===== src/rtl/traffic_phase_sched_if.sv =====
// rtl/traffic_phase_sched_if.sv - controller <-> datapath/junction signal bundle (emerg present with EMERG_PREEMPT_EN)
interface traffic_phase_sched_if #(
   parameter int W = 6
);
   logic         sens_cntry;
   logic         ped_btn;
   logic         cnt_zero;
`ifdef EMERG_PREEMPT_EN
   logic         emerg;
`endif
   logic         load;
   logic [W-1:0] load_val;
   logic [1:0]   hwy;
   logic [1:0]   cntry;
   logic         walk;
   logic [2:0]   state;

`ifdef EMERG_PREEMPT_EN
   modport master (
      input  sens_cntry, ped_btn, cnt_zero, emerg,
      output load, load_val, hwy, cntry, walk, state
   );
   modport slave (
      output sens_cntry, ped_btn, cnt_zero, emerg,
      input  load, load_val, hwy, cntry, walk, state
   );
`else
   modport master (
      input  sens_cntry, ped_btn, cnt_zero,
      output load, load_val, hwy, cntry, walk, state
   );
   modport slave (
      output sens_cntry, ped_btn, cnt_zero,
      input  load, load_val, hwy, cntry, walk, state
   );
`endif
endinterface


===== src/rtl/traffic_phase_sched.sv =====
// rtl/traffic_phase_sched.sv - highway/country/pedestrian phase controller; EMERG_PREEMPT_EN adds emergency preemption
module traffic_phase_sched #(
   parameter int W         = 6,
   parameter int T_HWY_MIN = 20,
   parameter int T_YEL     = 5,
   parameter int T_RED     = 1,
   parameter int T_CNTRY   = 10,
   parameter int T_WALK    = 8
) (
   input  logic                  CLOCK_50,
   input  logic                  reset,
   traffic_phase_sched_if.master bus
);

   typedef enum logic [2:0] {
      S_HG = 3'd0, S_HY = 3'd1, S_AR = 3'd2, S_CG = 3'd3,
      S_CY = 3'd4, S_PW = 3'd5, S_X6 = 3'd6, S_X7 = 3'd7
   } state_t;

   typedef enum logic [1:0] {N_HWY = 2'd0, N_CNTRY = 2'd1, N_PED = 2'd2} next_t;
   typedef enum logic {G_CNTRY = 1'b0, G_PED = 1'b1} grant_t;

   localparam logic [1:0] L_GRN = 2'b00;
   localparam logic [1:0] L_YEL = 2'b01;
   localparam logic [1:0] L_RED = 2'b10;

   state_t       state_q, state_d;
   next_t        nxt_q, nxt_d;
   grant_t       last_grant_q, last_grant_d;
   logic         pend_c_q, pend_c_d;
   logic         pend_p_q, pend_p_d;
   logic         armed_q, armed_d;
   logic         enter_q, enter_d;
   logic         load_q, load_d;
   logic [W-1:0] load_val_q, load_val_d;
   logic         ped_prev_q, ped_prev_d;

   logic         ped_rise;
   logic         set_c, set_p;
   logic         clr_c, clr_p;
   logic         expire;
   logic         emerg_act;

`ifdef EMERG_PREEMPT_EN
   assign emerg_act = bus.emerg;
`else
   assign emerg_act = 1'b0;
`endif

   // Duration loaded into the datapath when a phase is entered.
   function automatic logic [W-1:0] phase_dur(state_t s);
      case (s)
         S_HG:       phase_dur = W'(T_HWY_MIN);
         S_HY, S_CY: phase_dur = W'(T_YEL);
         S_AR:       phase_dur = W'(T_RED);
         S_CG:       phase_dur = W'(T_CNTRY);
         S_PW:       phase_dur = W'(T_WALK);
         default:    phase_dur = '0;
      endcase
   endfunction

   // Register all controller state; reset lands in a pre-entry HG that loads on release.
   always_ff @(posedge CLOCK_50) begin
      if (reset) begin
         state_q      <= S_HG;
         nxt_q        <= N_HWY;
         last_grant_q <= G_PED;
         pend_c_q     <= 1'b0;
         pend_p_q     <= 1'b0;
         armed_q      <= 1'b0;
         enter_q      <= 1'b1;
         load_q       <= 1'b0;
         load_val_q   <= '0;
         ped_prev_q   <= 1'b0;
      end else begin
         state_q      <= state_d;
         nxt_q        <= nxt_d;
         last_grant_q <= last_grant_d;
         pend_c_q     <= pend_c_d;
         pend_p_q     <= pend_p_d;
         armed_q      <= armed_d;
         enter_q      <= enter_d;
         load_q       <= load_d;
         load_val_q   <= load_val_d;
         ped_prev_q   <= ped_prev_d;
      end
   end

   // Next-state, request latching, grant arbitration and load sequencing.
   always_comb begin
      state_d      = state_q;
      nxt_d        = nxt_q;
      last_grant_d = last_grant_q;
      clr_c        = 1'b0;
      clr_p        = 1'b0;

      ped_rise = bus.ped_btn && !ped_prev_q;
      set_c    = bus.sens_cntry && (state_q != S_CG) && (state_q != S_CY);
      set_p    = ped_rise && (state_q != S_PW);
      // Stale zero left over from the previous phase must never end the new one.
      expire   = bus.cnt_zero && armed_q && !load_q;

      case (state_q)
         S_HG: begin
            // Counter sits at zero after the minimum, so expire stays true until a request shows up.
            if (expire && (pend_c_q || pend_p_q) && !emerg_act) state_d = S_HY;
         end
         S_HY: begin
            if (expire) begin
               state_d = S_AR;
               if (pend_c_q && pend_p_q)
                  nxt_d = (last_grant_q == G_PED) ? N_CNTRY : N_PED;
               else if (pend_c_q)
                  nxt_d = N_CNTRY;
               else if (pend_p_q)
                  nxt_d = N_PED;
               else
                  nxt_d = N_HWY;
            end
         end
         S_AR: begin
            if (expire) begin
               case (nxt_q)
                  N_CNTRY: begin
                     state_d      = S_CG;
                     clr_c        = 1'b1;
                     last_grant_d = G_CNTRY;
                  end
                  N_PED: begin
                     state_d      = S_PW;
                     clr_p        = 1'b1;
                     last_grant_d = G_PED;
                  end
                  default: state_d = S_HG;
               endcase
            end
         end
         S_CG: begin
            if (expire || emerg_act) state_d = S_CY;
         end
         S_CY: begin
            if (expire) begin
               state_d = S_AR;
               nxt_d   = N_HWY;
            end
         end
         S_PW: begin
            if (expire || emerg_act) begin
               state_d = S_AR;
               nxt_d   = N_HWY;
            end
         end
         default: state_d = S_HG;
      endcase

      // Grant clear beats a same-cycle set; otherwise set wins.
      pend_c_d = clr_c ? 1'b0 : (pend_c_q || set_c);
      pend_p_d = clr_p ? 1'b0 : (pend_p_q || set_p);

      load_d     = enter_q || (state_d != state_q);
      load_val_d = load_d ? phase_dur(state_d) : load_val_q;
      armed_d    = load_d ? 1'b0 : (load_q ? 1'b1 : armed_q);
      enter_d    = 1'b0;
      ped_prev_d = bus.ped_btn;
   end

   // Lamp decode of the current state; unused codes show all red.
   always_comb begin
      bus.hwy   = L_RED;
      bus.cntry = L_RED;
      bus.walk  = 1'b0;
      case (state_q)
         S_HG: bus.hwy   = L_GRN;
         S_HY: bus.hwy   = L_YEL;
         S_CG: bus.cntry = L_GRN;
         S_CY: bus.cntry = L_YEL;
         S_PW: bus.walk  = 1'b1;
         default: ;
      endcase
   end

   assign bus.load     = load_q;
   assign bus.load_val = load_val_q;
   assign bus.state    = state_q;

endmodule


===== src/flat_wrapper.sv =====
// flat-port wrapper written by rule: the top's interface ports become plain ports
module traffic_phase_sched_flat 
#(
   parameter int W         = 6,
   parameter int T_HWY_MIN = 20,
   parameter int T_YEL     = 5,
   parameter int T_RED     = 1,
   parameter int T_CNTRY   = 10,
   parameter int T_WALK    = 8
)
  (CLOCK_50, reset, bus_sens_cntry, bus_ped_btn, bus_cnt_zero, bus_load, bus_load_val, bus_hwy, bus_cntry, bus_walk, bus_state);
  traffic_phase_sched_if #(.W(W)) bus_i ();
  input  logic CLOCK_50;
  input  logic reset;
  input wire logic [$bits(bus_i.sens_cntry)-1:0] bus_sens_cntry;
  input wire logic [$bits(bus_i.ped_btn)-1:0] bus_ped_btn;
  input wire logic [$bits(bus_i.cnt_zero)-1:0] bus_cnt_zero;
  output wire logic [$bits(bus_i.load)-1:0] bus_load;
  output wire logic [$bits(bus_i.load_val)-1:0] bus_load_val;
  output wire logic [$bits(bus_i.hwy)-1:0] bus_hwy;
  output wire logic [$bits(bus_i.cntry)-1:0] bus_cntry;
  output wire logic [$bits(bus_i.walk)-1:0] bus_walk;
  output wire logic [$bits(bus_i.state)-1:0] bus_state;
  assign bus_i.sens_cntry = bus_sens_cntry;
  assign bus_i.ped_btn = bus_ped_btn;
  assign bus_i.cnt_zero = bus_cnt_zero;
  assign bus_load = bus_i.load;
  assign bus_load_val = bus_i.load_val;
  assign bus_hwy = bus_i.hwy;
  assign bus_cntry = bus_i.cntry;
  assign bus_walk = bus_i.walk;
  assign bus_state = bus_i.state;
  traffic_phase_sched #(.W(W), .T_HWY_MIN(T_HWY_MIN), .T_YEL(T_YEL), .T_RED(T_RED), .T_CNTRY(T_CNTRY), .T_WALK(T_WALK)) u_core (.CLOCK_50(CLOCK_50), .reset(reset), .bus(bus_i));
endmodule

===== config.mk =====
export PLATFORM = sky130hd
export DESIGN_NAME = traffic_phase_sched_flat
export DESIGN_NICKNAME = d
export VERILOG_FILES = /design/src/rtl/traffic_phase_sched_if.sv /design/src/rtl/traffic_phase_sched.sv /design/src/flat_wrapper.sv
export SDC_FILE = /design/constraint.sdc
export NUM_CORES = 1
export LEC_CHECK = 0
export CAP_MARGIN = 20
export CORE_ASPECT_RATIO = 1.2
export CORE_MARGIN = 3
export CORE_UTILIZATION = 49
export CTS_CLUSTER_DIAMETER = 30
export DETAILED_ROUTE_END_ITERATION = 8
export PLACE_DENSITY_LB_ADDON = 0.05
export SETUP_SLACK_MARGIN = 0.02
export SLEW_MARGIN = 10
export SYNTH_ARGS = -nofsm -noshare
export SYNTH_HDL_FRONTEND = slang
export SYNTH_SLANG_ARGS = --single-unit

===== constraint.sdc =====
create_clock -name CLOCK_50 -period 2.4 [get_ports CLOCK_50]
set_clock_uncertainty 0.1 [all_clocks]
set_input_delay 0.24 -clock CLOCK_50 [delete_from_list [all_inputs] [get_ports CLOCK_50]]
set_output_delay 0.24 -clock CLOCK_50 [all_outputs]
set_load 0.05 [all_outputs]

==> impl_metrics.py <==
metrics = {
    "status": {
        "outcome": "completed",
    },
    "place": {
        "gp_congestion": 0.829,
        "place.detailed.hpwl_um": 1460,
        "io_buffer_count": 18,
    },
    "synth": {
        "synthesis.nets": 113,
        "synth_area_leaders": "dfxtp_1 36%, nor2_1 5.2%, a21oi_1 4.2%",
        "synth_edf_count": 0,
        "syn-cell-area_um2": 947,
        "synth_top_family_by_area": "compound AO/OA/AOI/OAI gates",
        "synth_fa_ha_area_share_pct": 3.96,
        "postSynthCellCount": 105,
        "synth_top_area_share_pct": 35.9,
        "synthFlopType": "dfxtp_1",
        "synth-seq-area-share_pct": 35.9,
        "yosysWarnings": 0,
        "synth_area_per_cell_um2": 9.02,
        "yosysUniqueCellTypes": 42,
        "yosys.area_share.simple_pct": 23.4,
        "yosys.area.top_type": "dfxtp_1",
        "synth_mux_area_share_pct": 2.25,
        "synth_xor_area_share_pct": 0,
        "ys_async_sr_fraction_pct": 0,
        "synth_compound_area_share_pct": 26.2,
        "yosys_register_bits": 17,
    },
    "grt": {
        "top_usage_layer": "met2",
        "grt_pass1_vias": 726,
        "antenna_found_initial": 0,
        "grt_pass1_wl_um": 3170,
        "gr-usage-met1_pct": 23.6,
        "met3_usage_pct": 2.01,
        "use_met2_pct": 27.3,
        "grt_max_degree": 17,
        "grt-ovfl-total": 0,
        "grt_usage_pct": 17.6,
    },
    "clock_tree": {
        "cts_resized": 0,
        "clk_latency_ns": 0.29,
        "h-tree-depth": 1,
        "cts_tree": "built",
        "cts_root_buffer": "clkbuf_4",
        "postCtsHoldBufs": 0,
        "clockBufferDepth": 2,
        "path_clk_slew_ns": 0.10,
        "cts_sinks": 17,
        "cts_buffers": 3,
        "postCtsSetupRepairBufs": 0,
    },
    "critical_path": {
        "critPathArrivalTime_ns": 1.88,
        "reg2reg_slack_ns": 0.44,
        "reg2regPathDepth": 5,
        "path_max_fanout": 12,
        "worstReg2RegStart": "u_core.bus.state[1]$_SDFF_PP0_",
        "required_ns": 2.06,
        "rr_endpoint": "u_core.bus.load_val[3]$_SDFFE_PP0P_",
        "start_kind": "flop",
        "cp-end-kind": "primary output",
        "critPathKind": "flop to primary output",
    },
    "finish": {
        "finish.utilization_pct": 65.5,
        "most-common-layout-cells": "17 x dfxtp_1, 14 x clkdlybuf4s50_1, 12 x nor2_1, 9 x nand2_1, 7 x a21oi_1",
        "drive_gt1_share_pct": 18.0,
        "area_growth_pct": 19.0,
        "final_nets": 131,
        "final_common_cell": "dfxtp_1",
        "diodes": 0,
    },
    "sta": {
        "worst_pin_slew_ns": 0.560,
        "finalMaxSlewViolations": 0,
        "finalCritPeriodShare_pct": 92.6,
        "setup_tns_ns": 0,
        "period_minus_slack_ns": 2.22,
        "slew_headroom_pct": 62.6,
        "finalSetupViolations": 0,
        "hold_violations": 0,
        "fmax_mhz": 450,
        "rsz0062_at_grt": "false",
    },
    "power": {
        "cellPowerDensity_nw_per_um2": 471,
        "total_power_mw": 0.531,
        "max-vdd-ir-drop_uv": 354,
        "p_leak_nw": 0.405,
    },
    "floorplanning": {
        "core_region_area_um2": 1720,
        "ios": 20,
        "die_w_um": 46.1,
        "fp.dieH_um": 54.2,
        "start_util_pct": 55.0,
        "dieArea_um2": 2500,
        "rows": 16,
    },
    "route": {
        "drt_iter0_drc": 20,
        "drtPass1Iterations": 4,
        "vias": 803,
        "drc_errors": 0,
        "ant_nets": 0,
        "wirelength_um": 1910,
        "avgViaCountPerCell": 5.74,
        "post_drt_wl_per_cell_um": 13.6,
    },
    "hold_path": {
        "hold_class": "flop to flop",
        "min_path_cells": 2,
        "min-delay-start": "u_core.bus.load_val[4]$_SDFFE_PP0P_",
        "min_to": "u_core.bus.load_val[4]$_SDFFE_PP0P_",
    },
    "flow_run": {
        "cap_violations": 0,
    },
}
==> power by group <==
| group | total, mW | internal [mW] | switching (mW) | leakage, nW |
|---|---|---|---|---|
| Sequential | 0.301 | 0.292 | 0.00908 | 0.139 |
| Clock | 0.151 | 0.0645 | 0.0868 | 0.0150 |
| Combinational | 0.0787 | 0.0298 | 0.0489 | 0.251 |
| Total | 0.531 | 0.386 | 0.145 | 0.405 |
==> area by class of cell <==
class | instances | area (um2)
clock buffer | 4 | 26.3
fill | 154 | 594
inverter | 6 | 22.5
multi-input combinational | 76 | 538
sequential | 17 | 340
tap | 18 | 22.5
timing repair buffer | 19 | 178
==> how the worst max path moves through the flow <==
stage / startpoint / end / slack [ns]
4_1_cts: u_core.bus.state[1]$_SDFF_PP0_ / bus_hwy[1] / 0.18
3_5_place_dp: bus_cnt_zero / u_core.bus.load_val[0]$_SDFFE_PP0P_ / 0.29
3_3_place_gp: bus_cnt_zero / u_core.bus.load_val[0]$_SDFFE_PP0P_ / 0.32
6_report: u_core.bus.state[1]$_SDFF_PP0_ / bus_hwy[1] / 0.18
2_1_floorplan: u_core.bus.state[1]$_SDFF_PP0_ / bus_hwy[0] / 0.17
5_1_grt: u_core.bus.state[1]$_SDFF_PP0_ / bus_hwy[1] / 0.13
==> worst max-delay path, cell delays in order (launching register included) <==
cell,delay [ns]
dfxtp_1,0.60
or2_2,0.20
clkdlybuf4s50_1,0.79
==> per-layer routing <==
| layer | wire [um] | up-vias |
|---|---|---|
| li1 | - | 406 |
| met5 | 0 | - |
| met2 | 854 | 21 |
| met1 | 937 | 372 |
| met4 | 34 | 0 |
| met3 | 84 | 4 |
==> through the flow <==
stage / setup WS, ns / hold slack, ns / cell area (um2) / instances
after CTS: 0.177 / 0.365 / 1130 / 140
final: 0.179 / 0.362 / 1130 / 140
after detailed placement: 0.293 / 0.347 / 1100 / 136
after global placement: 0.323 / 0.340 / 1100 / 136
after floorplan: 0.168 / 0.168 / 953 / 105
after global routing: 0.130 / 0.379 / 1130 / 140
==> state kept, by name (all words and copies together) (netlist names) <==
register and count:
u_core.armed_q 1, u_core.pend_c_q 1, u_core.enter_q 1, u_core.last_grant_q 1, u_core.ped_prev_q 1, u_core.pend_p_q 1
u_core.bus.load_val 5, u_core.nxt_q 2, u_core.bus.load 1, u_core.bus.state 3
==> cells by family after synthesis <==
family	after synthesis
AOI/OAI and AO/OA	29
adders and majority gates	3
DFF	17
and+or+nand+nor	41
other	1
buffers and inverters	12
muxes	2
==> Yosys cell counts (all sizes together), types with 2 or more instances <==
master / count
dfxtp: 17
nand2b: 4
o211ai: 2
o21a: 2
ha: 3
a211oi: 2
buf: 5
inv: 6
nand2: 9
nor3: 5
o21ai: 4
nand4: 2
a21oi: 10
nor2: 13
Note: power is estimated with default switching activity, not from simulation.
